===== config.mk =====
export PLATFORM = sky130hd
export DESIGN_NAME = rv32i_imem_load_controller_flat
export DESIGN_NICKNAME = d
export VERILOG_FILES = /design/src/rtl/rv32i_imem_load_controller_pkg.sv /design/src/rtl/rv32i_imem_load_controller_if.sv /design/src/rtl/rv32i_imem_load_controller_checksum.sv /design/src/rtl/rv32i_imem_load_controller.sv /design/src/flat_wrapper.sv
export SDC_FILE = /design/constraint.sdc
export NUM_CORES = 1
export LEC_CHECK = 0
export CAP_MARGIN = 20
export CELL_PAD_IN_SITES_DETAIL_PLACEMENT = 0
export CELL_PAD_IN_SITES_GLOBAL_PLACEMENT = 2
export CORE_MARGIN = 3
export CORE_UTILIZATION = 32
export CTS_CLUSTER_DIAMETER = 150
export CTS_CLUSTER_SIZE = 14
export DETAILED_ROUTE_END_ITERATION = 12
export PLACE_DENSITY = 0.95
export SKIP_CTS_REPAIR_TIMING = 1
export SYNTH_ARGS = -nofsm -noshare
export SYNTH_HDL_FRONTEND = slang
export SYNTH_SLANG_ARGS = --single-unit
export TNS_END_PERCENT = 20

===== constraint.sdc =====
create_clock -name i_clk -period 6.8 [get_ports i_clk]
set_input_delay 0.68 -clock i_clk [delete_from_list [all_inputs] [get_ports i_clk]]
set_output_delay 0.68 -clock i_clk [all_outputs]
set_load 0.02 [all_outputs]

===== src/rtl/rv32i_imem_load_controller_pkg.sv =====
// Shared types and constants for the instruction-memory load controller.
// The checksum feature is enabled by RV32I_IMEM_LOAD_CHECKSUM_EN.
package rv32i_imem_load_pkg;

    localparam int unsigned WORD_STRIDE = 4;
    localparam int unsigned LEN_W       = 16;

    typedef enum logic [2:0] {
        ST_IDLE,
        ST_ACCEPT,
        ST_WRITE,
        ST_WAIT_ACK,
        ST_CHECK,
        ST_RELEASE,
        ST_ERROR
    } load_state_e;

    // Byte address of word idx; wraps modulo 2^32.
    function automatic logic [31:0] word_addr(input logic [31:0] base,
                                              input logic [LEN_W-1:0] idx);
        return base + (32'(idx) * 32'(WORD_STRIDE));
    endfunction

endpackage


===== src/rtl/rv32i_imem_load_controller_if.sv =====
// Host word stream and instruction-memory write port of the load controller.
// slave = controller side, master = host/memory side.
interface rv32i_imem_load_controller_if;

    logic        i_host_valid;
    logic [31:0] i_host_data;
    logic        o_host_ready;
    logic        o_imem_wr_en;
    logic [31:0] o_imem_wr_addr;
    logic [31:0] o_imem_wr_data;
    logic        i_imem_wr_valid;

    modport slave (
        input  i_host_valid, i_host_data, i_imem_wr_valid,
        output o_host_ready, o_imem_wr_en, o_imem_wr_addr, o_imem_wr_data
    );

    modport master (
        output i_host_valid, i_host_data, i_imem_wr_valid,
        input  o_host_ready, o_imem_wr_en, o_imem_wr_addr, o_imem_wr_data
    );

endinterface


===== src/rtl/rv32i_imem_load_controller_checksum.sv =====
// Running 32-bit additive checksum with clear and add enables.
// Instantiated only when RV32I_IMEM_LOAD_CHECKSUM_EN is defined.
module rv32i_load_checksum (
    input  logic        i_clk,
    input  logic        i_rst,
    input  logic        i_clr,
    input  logic        i_add,
    input  logic [31:0] i_data,
    output logic [31:0] o_sum
);

    logic [31:0] r_sum;

    always_ff @(posedge i_clk or posedge i_rst) begin
        if (i_rst) begin
            r_sum <= '0;
        end else if (i_clr) begin
            r_sum <= '0;
        end else if (i_add) begin
            r_sum <= r_sum + i_data;
        end
    end

    assign o_sum = r_sum;

endmodule


===== src/rtl/rv32i_imem_load_controller.sv =====
// Loads a host word stream into instruction memory while holding the core in reset.
// Optional checksum verification: define RV32I_IMEM_LOAD_CHECKSUM_EN.
module rv32i_imem_load_controller
    import rv32i_imem_load_pkg::*;
#(
    parameter int WR_TIMEOUT = 16,
    parameter int BOOT_HOLD  = 1
) (
    input  logic                          i_clk,
    input  logic                          i_rst,
    input  logic                          i_load_start,
    input  logic [31:0]                   i_load_base,
    input  logic [15:0]                   i_load_len,
    input  logic [31:0]                   i_load_checksum,
    rv32i_imem_load_controller_if.slave   bus,
    output logic                          o_core_rst,
    output logic                          o_busy,
    output logic                          o_done,
    output logic                          o_error
);

    localparam int unsigned TMO_W = $clog2(WR_TIMEOUT + 1);

    load_state_e      r_state, w_state_nxt;
    logic [31:0]      r_base, w_base_nxt;
    logic [LEN_W-1:0] r_len, w_len_nxt;
    logic [LEN_W-1:0] r_index, w_index_nxt, w_index_inc;
    logic [TMO_W-1:0] r_tmo, w_tmo_nxt;
    logic             r_wr_en, w_wr_en_nxt;
    logic [31:0]      r_wr_addr, w_wr_addr_nxt;
    logic [31:0]      r_wr_data, w_wr_data_nxt;
    logic             r_core_rst, w_core_rst_nxt;
    logic             r_busy, w_busy_nxt;
    logic             r_done, w_done_nxt;
    logic             r_error, w_error_nxt;
    logic             w_start_take;
    logic             w_ack;
    logic             w_chk_pass;

    assign w_start_take = i_load_start && ((r_state == ST_IDLE) || (r_state == ST_ERROR));
    assign w_ack        = (r_state == ST_WAIT_ACK) && bus.i_imem_wr_valid;
    assign w_index_inc  = r_index + LEN_W'(1);

`ifdef RV32I_IMEM_LOAD_CHECKSUM_EN
    logic [31:0] r_exp_sum;
    logic [31:0] w_sum;

    rv32i_load_checksum u_checksum (
        .i_clk  (i_clk),
        .i_rst  (i_rst),
        .i_clr  (w_start_take),
        .i_add  (w_ack),
        .i_data (r_wr_data),
        .o_sum  (w_sum)
    );

    always_ff @(posedge i_clk or posedge i_rst) begin
        if (i_rst) begin
            r_exp_sum <= '0;
        end else if (w_start_take) begin
            r_exp_sum <= i_load_checksum;
        end
    end

    assign w_chk_pass = (w_sum == r_exp_sum);
`else
    logic w_unused_checksum;
    assign w_unused_checksum = ^i_load_checksum;
    assign w_chk_pass        = 1'b1;
`endif

    always_ff @(posedge i_clk or posedge i_rst) begin
        if (i_rst) begin
            r_state <= ST_IDLE;
        end else begin
            r_state <= w_state_nxt;
        end
    end

    always_comb begin
        w_state_nxt    = r_state;
        w_base_nxt     = r_base;
        w_len_nxt      = r_len;
        w_index_nxt    = r_index;
        w_tmo_nxt      = r_tmo;
        w_wr_en_nxt    = 1'b0;
        w_wr_addr_nxt  = r_wr_addr;
        w_wr_data_nxt  = r_wr_data;
        w_core_rst_nxt = r_core_rst;
        w_busy_nxt     = r_busy;
        w_done_nxt     = 1'b0;
        w_error_nxt    = r_error;

        unique case (r_state)
            ST_IDLE, ST_ERROR: begin
                if (i_load_start) begin
                    w_base_nxt     = {i_load_base[31:2], 2'b00};
                    w_len_nxt      = i_load_len;
                    w_index_nxt    = '0;
                    w_tmo_nxt      = '0;
                    w_error_nxt    = 1'b0;
                    w_core_rst_nxt = 1'b1;
                    w_busy_nxt     = 1'b1;
                    w_state_nxt    = (i_load_len == '0) ? ST_CHECK : ST_ACCEPT;
                end
            end
            ST_ACCEPT: begin
                if (bus.i_host_valid) begin
                    w_wr_data_nxt = bus.i_host_data;
                    w_wr_addr_nxt = word_addr(r_base, r_index);
                    w_wr_en_nxt   = 1'b1;
                    w_state_nxt   = ST_WRITE;
                end
            end
            ST_WRITE: begin
                w_tmo_nxt   = '0;
                w_state_nxt = ST_WAIT_ACK;
            end
            ST_WAIT_ACK: begin
                // r_tmo counts prior waiting cycles, so the WR_TIMEOUT-th cycle still accepts an ack.
                if (bus.i_imem_wr_valid) begin
                    w_index_nxt = w_index_inc;
                    w_state_nxt = (w_index_inc == r_len) ? ST_CHECK : ST_ACCEPT;
                end else if (r_tmo == TMO_W'(WR_TIMEOUT - 1)) begin
                    w_error_nxt = 1'b1;
                    w_busy_nxt  = 1'b0;
                    w_state_nxt = ST_ERROR;
                end else begin
                    w_tmo_nxt = r_tmo + TMO_W'(1);
                end
            end
            ST_CHECK: begin
                if (w_chk_pass) begin
                    w_done_nxt     = 1'b1;
                    w_core_rst_nxt = 1'b0;
                    w_busy_nxt     = 1'b0;
                    w_state_nxt    = ST_RELEASE;
                end else begin
                    w_error_nxt = 1'b1;
                    w_busy_nxt  = 1'b0;
                    w_state_nxt = ST_ERROR;
                end
            end
            ST_RELEASE: begin
                w_state_nxt = ST_IDLE;
            end
            default: begin
                w_state_nxt = ST_IDLE;
            end
        endcase
    end

    always_ff @(posedge i_clk or posedge i_rst) begin
        if (i_rst) begin
            r_base     <= '0;
            r_len      <= '0;
            r_index    <= '0;
            r_tmo      <= '0;
            r_wr_en    <= 1'b0;
            r_wr_addr  <= '0;
            r_wr_data  <= '0;
            r_core_rst <= (BOOT_HOLD != 0);
            r_busy     <= 1'b0;
            r_done     <= 1'b0;
            r_error    <= 1'b0;
        end else begin
            r_base     <= w_base_nxt;
            r_len      <= w_len_nxt;
            r_index    <= w_index_nxt;
            r_tmo      <= w_tmo_nxt;
            r_wr_en    <= w_wr_en_nxt;
            r_wr_addr  <= w_wr_addr_nxt;
            r_wr_data  <= w_wr_data_nxt;
            r_core_rst <= w_core_rst_nxt;
            r_busy     <= w_busy_nxt;
            r_done     <= w_done_nxt;
            r_error    <= w_error_nxt;
        end
    end

    assign bus.o_host_ready   = (r_state == ST_ACCEPT);
    assign bus.o_imem_wr_en   = r_wr_en;
    assign bus.o_imem_wr_addr = r_wr_addr;
    assign bus.o_imem_wr_data = r_wr_data;
    assign o_core_rst         = r_core_rst;
    assign o_busy             = r_busy;
    assign o_done             = r_done;
    assign o_error            = r_error;

endmodule


===== src/flat_wrapper.sv =====
// flat-port wrapper written by rule: the top's interface ports become plain ports
module rv32i_imem_load_controller_flat import rv32i_imem_load_pkg::*;
#(
    parameter int WR_TIMEOUT = 16,
    parameter int BOOT_HOLD  = 1
)
  (i_clk, i_rst, i_load_start, i_load_base, i_load_len, i_load_checksum, o_core_rst, o_busy, o_done, o_error, bus_i_host_valid, bus_i_host_data, bus_i_imem_wr_valid, bus_o_host_ready, bus_o_imem_wr_en, bus_o_imem_wr_addr, bus_o_imem_wr_data);
  rv32i_imem_load_controller_if bus_i ();
  input  logic i_clk;
  input  logic i_rst;
  input  logic i_load_start;
  input  logic [31:0] i_load_base;
  input  logic [15:0] i_load_len;
  input  logic [31:0] i_load_checksum;
  output logic o_core_rst;
  output logic o_busy;
  output logic o_done;
  output logic o_error;
  input wire logic [$bits(bus_i.i_host_valid)-1:0] bus_i_host_valid;
  input wire logic [$bits(bus_i.i_host_data)-1:0] bus_i_host_data;
  input wire logic [$bits(bus_i.i_imem_wr_valid)-1:0] bus_i_imem_wr_valid;
  output wire logic [$bits(bus_i.o_host_ready)-1:0] bus_o_host_ready;
  output wire logic [$bits(bus_i.o_imem_wr_en)-1:0] bus_o_imem_wr_en;
  output wire logic [$bits(bus_i.o_imem_wr_addr)-1:0] bus_o_imem_wr_addr;
  output wire logic [$bits(bus_i.o_imem_wr_data)-1:0] bus_o_imem_wr_data;
  assign bus_i.i_host_valid = bus_i_host_valid;
  assign bus_i.i_host_data = bus_i_host_data;
  assign bus_i.i_imem_wr_valid = bus_i_imem_wr_valid;
  assign bus_o_host_ready = bus_i.o_host_ready;
  assign bus_o_imem_wr_en = bus_i.o_imem_wr_en;
  assign bus_o_imem_wr_addr = bus_i.o_imem_wr_addr;
  assign bus_o_imem_wr_data = bus_i.o_imem_wr_data;
  rv32i_imem_load_controller #(.WR_TIMEOUT(WR_TIMEOUT), .BOOT_HOLD(BOOT_HOLD)) u_core (.i_clk(i_clk), .i_rst(i_rst), .i_load_start(i_load_start), .i_load_base(i_load_base), .i_load_len(i_load_len), .i_load_checksum(i_load_checksum), .bus(bus_i), .o_core_rst(o_core_rst), .o_busy(o_busy), .o_done(o_done), .o_error(o_error));
endmodule

==> metrics.cfg, run 1 <==
[run_status]
outcome=finished clean

[worst_setup_path]
crit_path_start_kind=flip-flop
critPathTopFamily=compound AO/OA/AOI/OAI gates
crit_path_max_incr_delay_ps=540
rr_worst_depth=11
cp.depth=11
path_buf_inv=1
cp-end-kind=flip-flop
critPathRequiredTime_ps=7130
worstSetupPathType=reg -> reg
worstPathArrival_ps=3280
worstPathMaxFanout=8
r2r_start=u_core.r_index[0]
cp_slowest_cell=dfrtp_1
path_cells=ha_1 -> inv_1 -> fa_1 -> nand2b_1 -> a21o_1 -> a31oi_1 -> o41ai_2 -> o21ai_2 -> nand3_1 -> xor2_1 -> o21ai_0
rr_endpoint=u_core.bus.o_imem_wr_addr[24]
ff2ff_setup_slack_ps=3840

[drt]
firstDrtPassIters=5
routed_wl_mm=17.64
via_per_inst=4.760
num_vias=5412
routedWlPerCell_um=15.51
drc=0
dr.first_iter.drc_count=317
ant_nets=0

[min_path]
min_to=u_core.bus.o_imem_wr_data[16]
holdCritPathClass=reg -> reg
min-delay-start=u_core.bus.o_imem_wr_data[16]
hold_depth=2

[sta]
hold_viol=0
period_share_pct=43.47
fin_tns_setup_ps=0
tightest_slew_ps=986.6
rsz0062_at_grt=false
finClkSkew_ps=9.254
setup_viol=0
hold_slack_ps=470.2
layout_min_cycle_time_ps=2956
fmax_mhz=338.3
maxSlewHeadroom_pct=33.98
slew_violations=0
setup_ws_ps=3844

[synth]
ys_seq_area_share_pct=49.79
ys_async_sr_fraction_pct=100.0
ys_ff_latch=137
avgSynthCellArea_sq_um=9.729
synth_edf_count=0
ys_types=59
syn_area_sq_um=6888
ys_warn_count=0
synthFlopType=dfrtp_1
synth_cells=708

[placement]
dpl_worst_slack_ps=3532
place_congestion=0.8230
hpwl_mm=12.71
portBuffers=150
place_area_sq_um=8613

[global_route]
first_global_vias=5256
overflow=0
antenna_found_initial=0
grt_usage_pct=15.29
grt_pass1_wl_mm=28.72
grt_max_degree=92

[die]
die-area_sq_um=23320
io_pins=187
coreArea_sq_um=21090
die_h_um=152.7
initial_core_util_pct=32.66
die_width_um=152.7
rows=53

[cells_and_area]
fillCellCount=2083
drive_gt1_share_pct=11.72
diodes=0
fin_area_sq_um=9325
seq_area_sq_um=3430
multi_input_area_sq_um=3254
fin_util_pct=44.22
fin_nets=986
area_growth_pct=35.39

[clocking]
cts_tree=yes
h-tree-depth=4
clkLatencyLatePin_ps=420
cts-root-buf=clkbuf_16
cts_num_sinks=137
numCtsBuffers=17
clk_pin_slew_ps=60
clk_path_buf_depth=2

[pwr]
power.density_nw_per_um2=434.5
peakVddDrop_mv=0.1721
leakage_nw=4.079

[flow_run]
timing.max_cap.violations=0

-- Yosys cell counts (3+ instances only) --
library cell	count	share of area, %
o21ai_1	4	0.29
o21ai_0	64	4.7
clkbuf_1	13	0.71
ha_1	19	3.5
buf_4	6	0.65
a31oi_1	6	0.55
and3_2	3	0.33
and2_1	4	0.36
nand2b_1	6	0.55
mux2_2	45	7.4
nor4_1	5	0.45
a21o_2	3	0.38
nand3_1	19	1.4
o211ai_1	3	0.33
buf_2	9	0.65
inv_1	14	0.76
xnor2_1	25	3.2
nor3_1	5	0.36
xor2_1	29	3.7
a21o_1	3	0.33
nand4_1	6	0.55
nor2_1	31	1.7
o31ai_1	7	0.76
nand2_1	165	9.0
a21oi_1	27	2.0
and3_1	9	0.82
nor2b_1	4	0.36
dfrtp_1	136	49
buf_1	4	0.22
-- worst max path at each step --
stage | start | to | slack, ps
final | u_core.r_index[0] | u_core.bus.o_imem_wr_addr[24] | 3840
after detailed placement | i_load_start | u_core.r_index[7] | 3530
after global placement | i_load_start | u_core.r_index[7] | 3550
after global routing | u_core.r_index[0] | u_core.bus.o_imem_wr_addr[26] | 3610
after floorplan | i_rst | u_core.bus.o_imem_wr_addr[10] | 2450
after CTS | u_core.r_index[0] | u_core.bus.o_imem_wr_addr[24] | 3830
-- report_power, final --
group / leakage (nW) / internal (mW) / switching [mW] / total (mW)
combinational: 2.03 / 0.750 / 0.799 / 1.55
clock: 0.331 / 0.713 / 0.375 / 1.09
sequential: 1.72 / 1.15 / 0.267 / 1.42
total: 4.08 / 2.61 / 1.44 / 4.05
-- routing by layer --
layer	up-vias	wire length (um)	global-route usage, %
met1	2562	8511	21.65
met5	-	0	0
met4	0	394	5.685
met2	111	8169	23.71
li1	2714	-	-
met3	25	559	2.471
-- through the flow --
step,total power [mW],instances
finish,4.052,1137
global route,4.323,1137
CTS,4.105,1136
detailed placement,2.991,1104
global placement,2.957,1104
floorplan,2.356,709
-- state kept, by name (all words and copies together), names as in the netlist --
register / cells
u_core.r_len: 16
u_core.o_done: 1
u_core.r_state: 3
u_core.r_base: 30
u_core.r_index: 16
u_core.bus.o_imem_wr_addr: 30
u_core.bus.o_imem_wr_en: 1
u_core.o_busy: 1
u_core.bus.o_imem_wr_data: 32
u_core.o_core_rst: 1
u_core.r_tmo: 5
u_core.o_error: 1
-- cells by family after synthesis --
group                      after synthesis  share of synthesized area (%)
and+or+nand+nor                        268                          17.40
other                                    1                        0.05444
DFF                                    137                          49.79
buffers and inverters                   48                          3.124
AOI/OAI and AO/OA                      135                          11.66
muxes                                   45                          7.357
adders and majority gates               20                          3.742
xor gates and xnor gates                54                          6.866
-- worst min-delay path: stages (launching register included) --
cell     delay [ps]
dfrtp_1         340
nand2_1          50
nand2_1          50
-- final cells by class --
type,count,area share [%]
multi-input combinational,524,34.90
inverter,15,0.6575
tap,275,3.690
timing repair buffer,154,16.56
clock inverter,13,2.563
clock buffer,19,4.857
sequential,137,36.78
-- cells in the final DEF, fill, tap and decap left out, types with 9 or more instances in the layout --
| cell type | Yosys | final |
|---|---|---|
| and3_1 | 9 | 9 |
| o21ai_0 | 64 | 64 |
| dfrtp_1 | 136 | 136 |
| inv_1 | 14 | 13 |
| xor2_1 | 29 | 29 |
| ha_1 | 19 | 19 |
| nand3_1 | 19 | 19 |
| clkdlybuf4s50_1 | 0 | 150 |
| nor2_1 | 31 | 31 |
| clkbuf_16 | 0 | 17 |
| a21oi_1 | 27 | 27 |
| xnor2_1 | 25 | 25 |
| mux2_2 | 45 | 45 |
| nand2_1 | 165 | 164 |
Note: power is estimated with default switching activity, not from simulation.
==> run 2, diff against run 1 <==
--- a/config.mk
+++ b/config.mk
@@ -9,11 +9,11 @@
 export CELL_PAD_IN_SITES_DETAIL_PLACEMENT = 0
 export CELL_PAD_IN_SITES_GLOBAL_PLACEMENT = 2
 export CORE_MARGIN = 3
-export CORE_UTILIZATION = 32
+export CORE_UTILIZATION = 27
 export CTS_CLUSTER_DIAMETER = 150
 export CTS_CLUSTER_SIZE = 14
 export DETAILED_ROUTE_END_ITERATION = 12
-export PLACE_DENSITY = 0.95
+export PLACE_DENSITY = 0.87
 export SKIP_CTS_REPAIR_TIMING = 1
 export SYNTH_ARGS = -nofsm -noshare
 export SYNTH_HDL_FRONTEND = slang
==> constraint.sdc (replaced) <==
create_clock -name i_clk -period 2.55 [get_ports i_clk]
set_input_delay 0.255 -clock i_clk [delete_from_list [all_inputs] [get_ports i_clk]]
set_output_delay 0.255 -clock i_clk [all_outputs]
set_load 0.02 [all_outputs]
==> metrics.cfg, run 2 (synthesized netlist as in run 1, its figures left out) <==
[cells_and_area]
diodes=0  ; unchanged
mostFrequentLayoutCells=nand2_1 (164), clkdlybuf4s50_1 (150), dfrtp_1 (135), o21ai_0 (58), mux2_2 (45)
fin_util_pct=39.18  ; -5.0 points
fillCellCount=2458  ; +18%
area_growth_pct=40.36
drive_gt1_share_pct=16.33  ; +4.6 points
largest_reg_flops=32  ; unchanged
fin_cells=1218  ; +7.1%
layout_commonest_cell=nand2_1
fin_nets=1018  ; +3.2%

[die]
coreArea_sq_um=24680  ; +17%
io_pins=187  ; unchanged
rows=57  ; +7.5%
die_h_um=165.7  ; +8.5%
die_width_um=165.7  ; +8.5%
initial_core_util_pct=27.91  ; -4.7 points
die-area_sq_um=27460  ; +18%

[worst_setup_path]
cp_slowest_cell=o41ai_4
critPathRequiredTime_ps=2820  ; -4310 ps
crit_path_max_incr_delay_ps=420  ; -120 ps
path_cells=ha_1 -> a21oi_1 -> a31oi_4 -> o41ai_4 -> o21ai_2 -> buf_6 -> nand3_1 -> xor2_1 -> o21ai_1
worstPathArrival_ps=2670  ; -610 ps
crit_path_start_kind=flip-flop
worstSetupPathType=reg -> reg
worstPathMaxFanout=7  ; -1
cp-end-kind=flip-flop

[sta]
tightest_slew_ps=633.2  ; -353.4 ps
rsz0062_at_grt=true
finClkSkew_ps=9.760  ; +0.5058 ps
layout_min_cycle_time_ps=2397  ; -559.1 ps
maxSlewHeadroom_pct=57.78  ; +24 points
setup_ws_ps=153.0  ; -3691 ps
fmax_mhz=417.2  ; +23%
hold_viol=0  ; unchanged
period_share_pct=94.00  ; +51 points
slew_violations=0  ; unchanged
setup_viol=0  ; unchanged

[placement]
place_congestion=0.8128  ; -1.2%
dpl_worst_slack_ps=77.91  ; -3454 ps
portBuffers=150  ; unchanged
dp_cells=1184  ; +7.2%
hpwl_mm=13.90  ; +9.4%

[clocking]
clk_pin_slew_ps=60  ; about the same
h-tree-depth=4  ; unchanged
clk_path_buf_depth=2  ; unchanged
cts-root-buf=clkbuf_16
cts_num_sinks=137  ; unchanged
cts_tree=yes
clkLatencyLatePin_ps=420  ; about the same
numCtsBuffers=17  ; unchanged

[pwr]
power_mw=10.80  ; +170%
leakage_nw=4.208  ; +3.2%
pwr-share-seq_pct=34.4  ; -0.5 points
power_switching_mw=3.895  ; +170%
p_sw_share_pct=36.05  ; +0.48 points
power.density_nw_per_um2=1117  ; +160%
peakVddDrop_mv=0.3874  ; +130%
clockPowerShare_pct=24.3  ; -2.5 points
p_int_mw=6.908  ; +160%
p_comb_share_pct=41.3  ; +3.1 points

[drt]
ant_nets=0  ; unchanged
firstDrtPassIters=4  ; -1
routedWlPerCell_um=15.25  ; -1.7%
via_per_inst=4.498  ; -5.5%
drc=0  ; unchanged
dr.first_iter.drc_count=263  ; -17%
routed_wl_mm=18.57  ; +5.3%
num_vias=5478  ; +1.2%

[global_route]
antenna_found_initial=0  ; unchanged
overflow=0  ; unchanged
grt_max_degree=66  ; -28%
grt_usage_pct=13.80  ; -1.5 points
grt_pass1_wl_mm=30.72  ; +7.0%
first_global_vias=5496  ; +4.6%

[min_path]
holdCritPathClass=in -> async

[run_status]
outcome=finished clean

[flow_run]
timing.max_cap.violations=0  ; unchanged

-- run 2: path summary, 6_finish.rpt --
check / start / to / slack [ps] / cells after the start
worst max-delay path: u_core.r_index[5] / u_core.bus.o_imem_wr_addr[22] / 150 / 9
worst min-delay path: i_rst / u_core.bus.o_imem_wr_addr[18] / 190 / 2
worst max register to register: u_core.r_index[5] / u_core.bus.o_imem_wr_addr[22] / 150 / 9
worst min register to register: u_core.bus.o_imem_wr_data[7] / u_core.bus.o_imem_wr_data[7] / 480 / 2
max in group asynchronous: i_rst / u_core.o_core_rst / 1660 / 3
min in group i_clk: bus_i_host_data[9] / u_core.bus.o_imem_wr_data[9] / 360 / 3
-- run 2: final cells by class --
| type | instances | area (sq um) | area share [%] |
|---|---|---|---|
| Clock inverter | 12 | 175.2 | 1.812 |
| Timing Repair Buffer | 186 | 1804 | 18.66 |
| Sequential cell | 137 | 3431 | 35.49 |
| Multi-Input combinational cell | 524 | 3346 | 34.61 |
| Tap cell | 324 | 405.4 | 4.193 |
| Clock buffer | 20 | 446.7 | 4.620 |
| Inverter | 15 | 60.06 | 0.6212 |
-- run 2: power by group through the flow --
stage	logic, mW	clock network [mW]	registers, mW
CTS	4.45	2.69	3.72
floorplan	2.14	0	4.14
detailed placement	4.42	0	3.75
global route	4.93	2.79	3.86
global placement	4.37	0	3.71
finish	4.46	2.62	3.72
-- run 2: worst max-delay path: cells and delay by family (launching register included) --
kind                       cells  cell delay, ps
AOI/OAI and AO/OA              5            1100
DFF                            1             390
adders and majority gates      1             380
buffers and inverters          1             150
xor gates and xnor gates       1             150
and+or+nand+nor                1              90
-- run 2: metal layers --
metal	GRT usage [%]	wire [um]	share of wire, %
met5	0	0	0
met4	4.810	352	1.9
met3	2.288	578	3.1
met2	21.59	8497	46
met1	19.43	9145	49
-- run 2: through the flow --
stage                     hold slack, ps  setup TNS [ps]  instance area, sq um
final                              193.9               0                  9668
after global routing               217.9          -29.61                  9668
after CTS                          189.7               0                  9553
after detailed placement           465.0               0                  8931
after global placement             457.8               0                  8931
after floorplan                    360.4               0                  6895
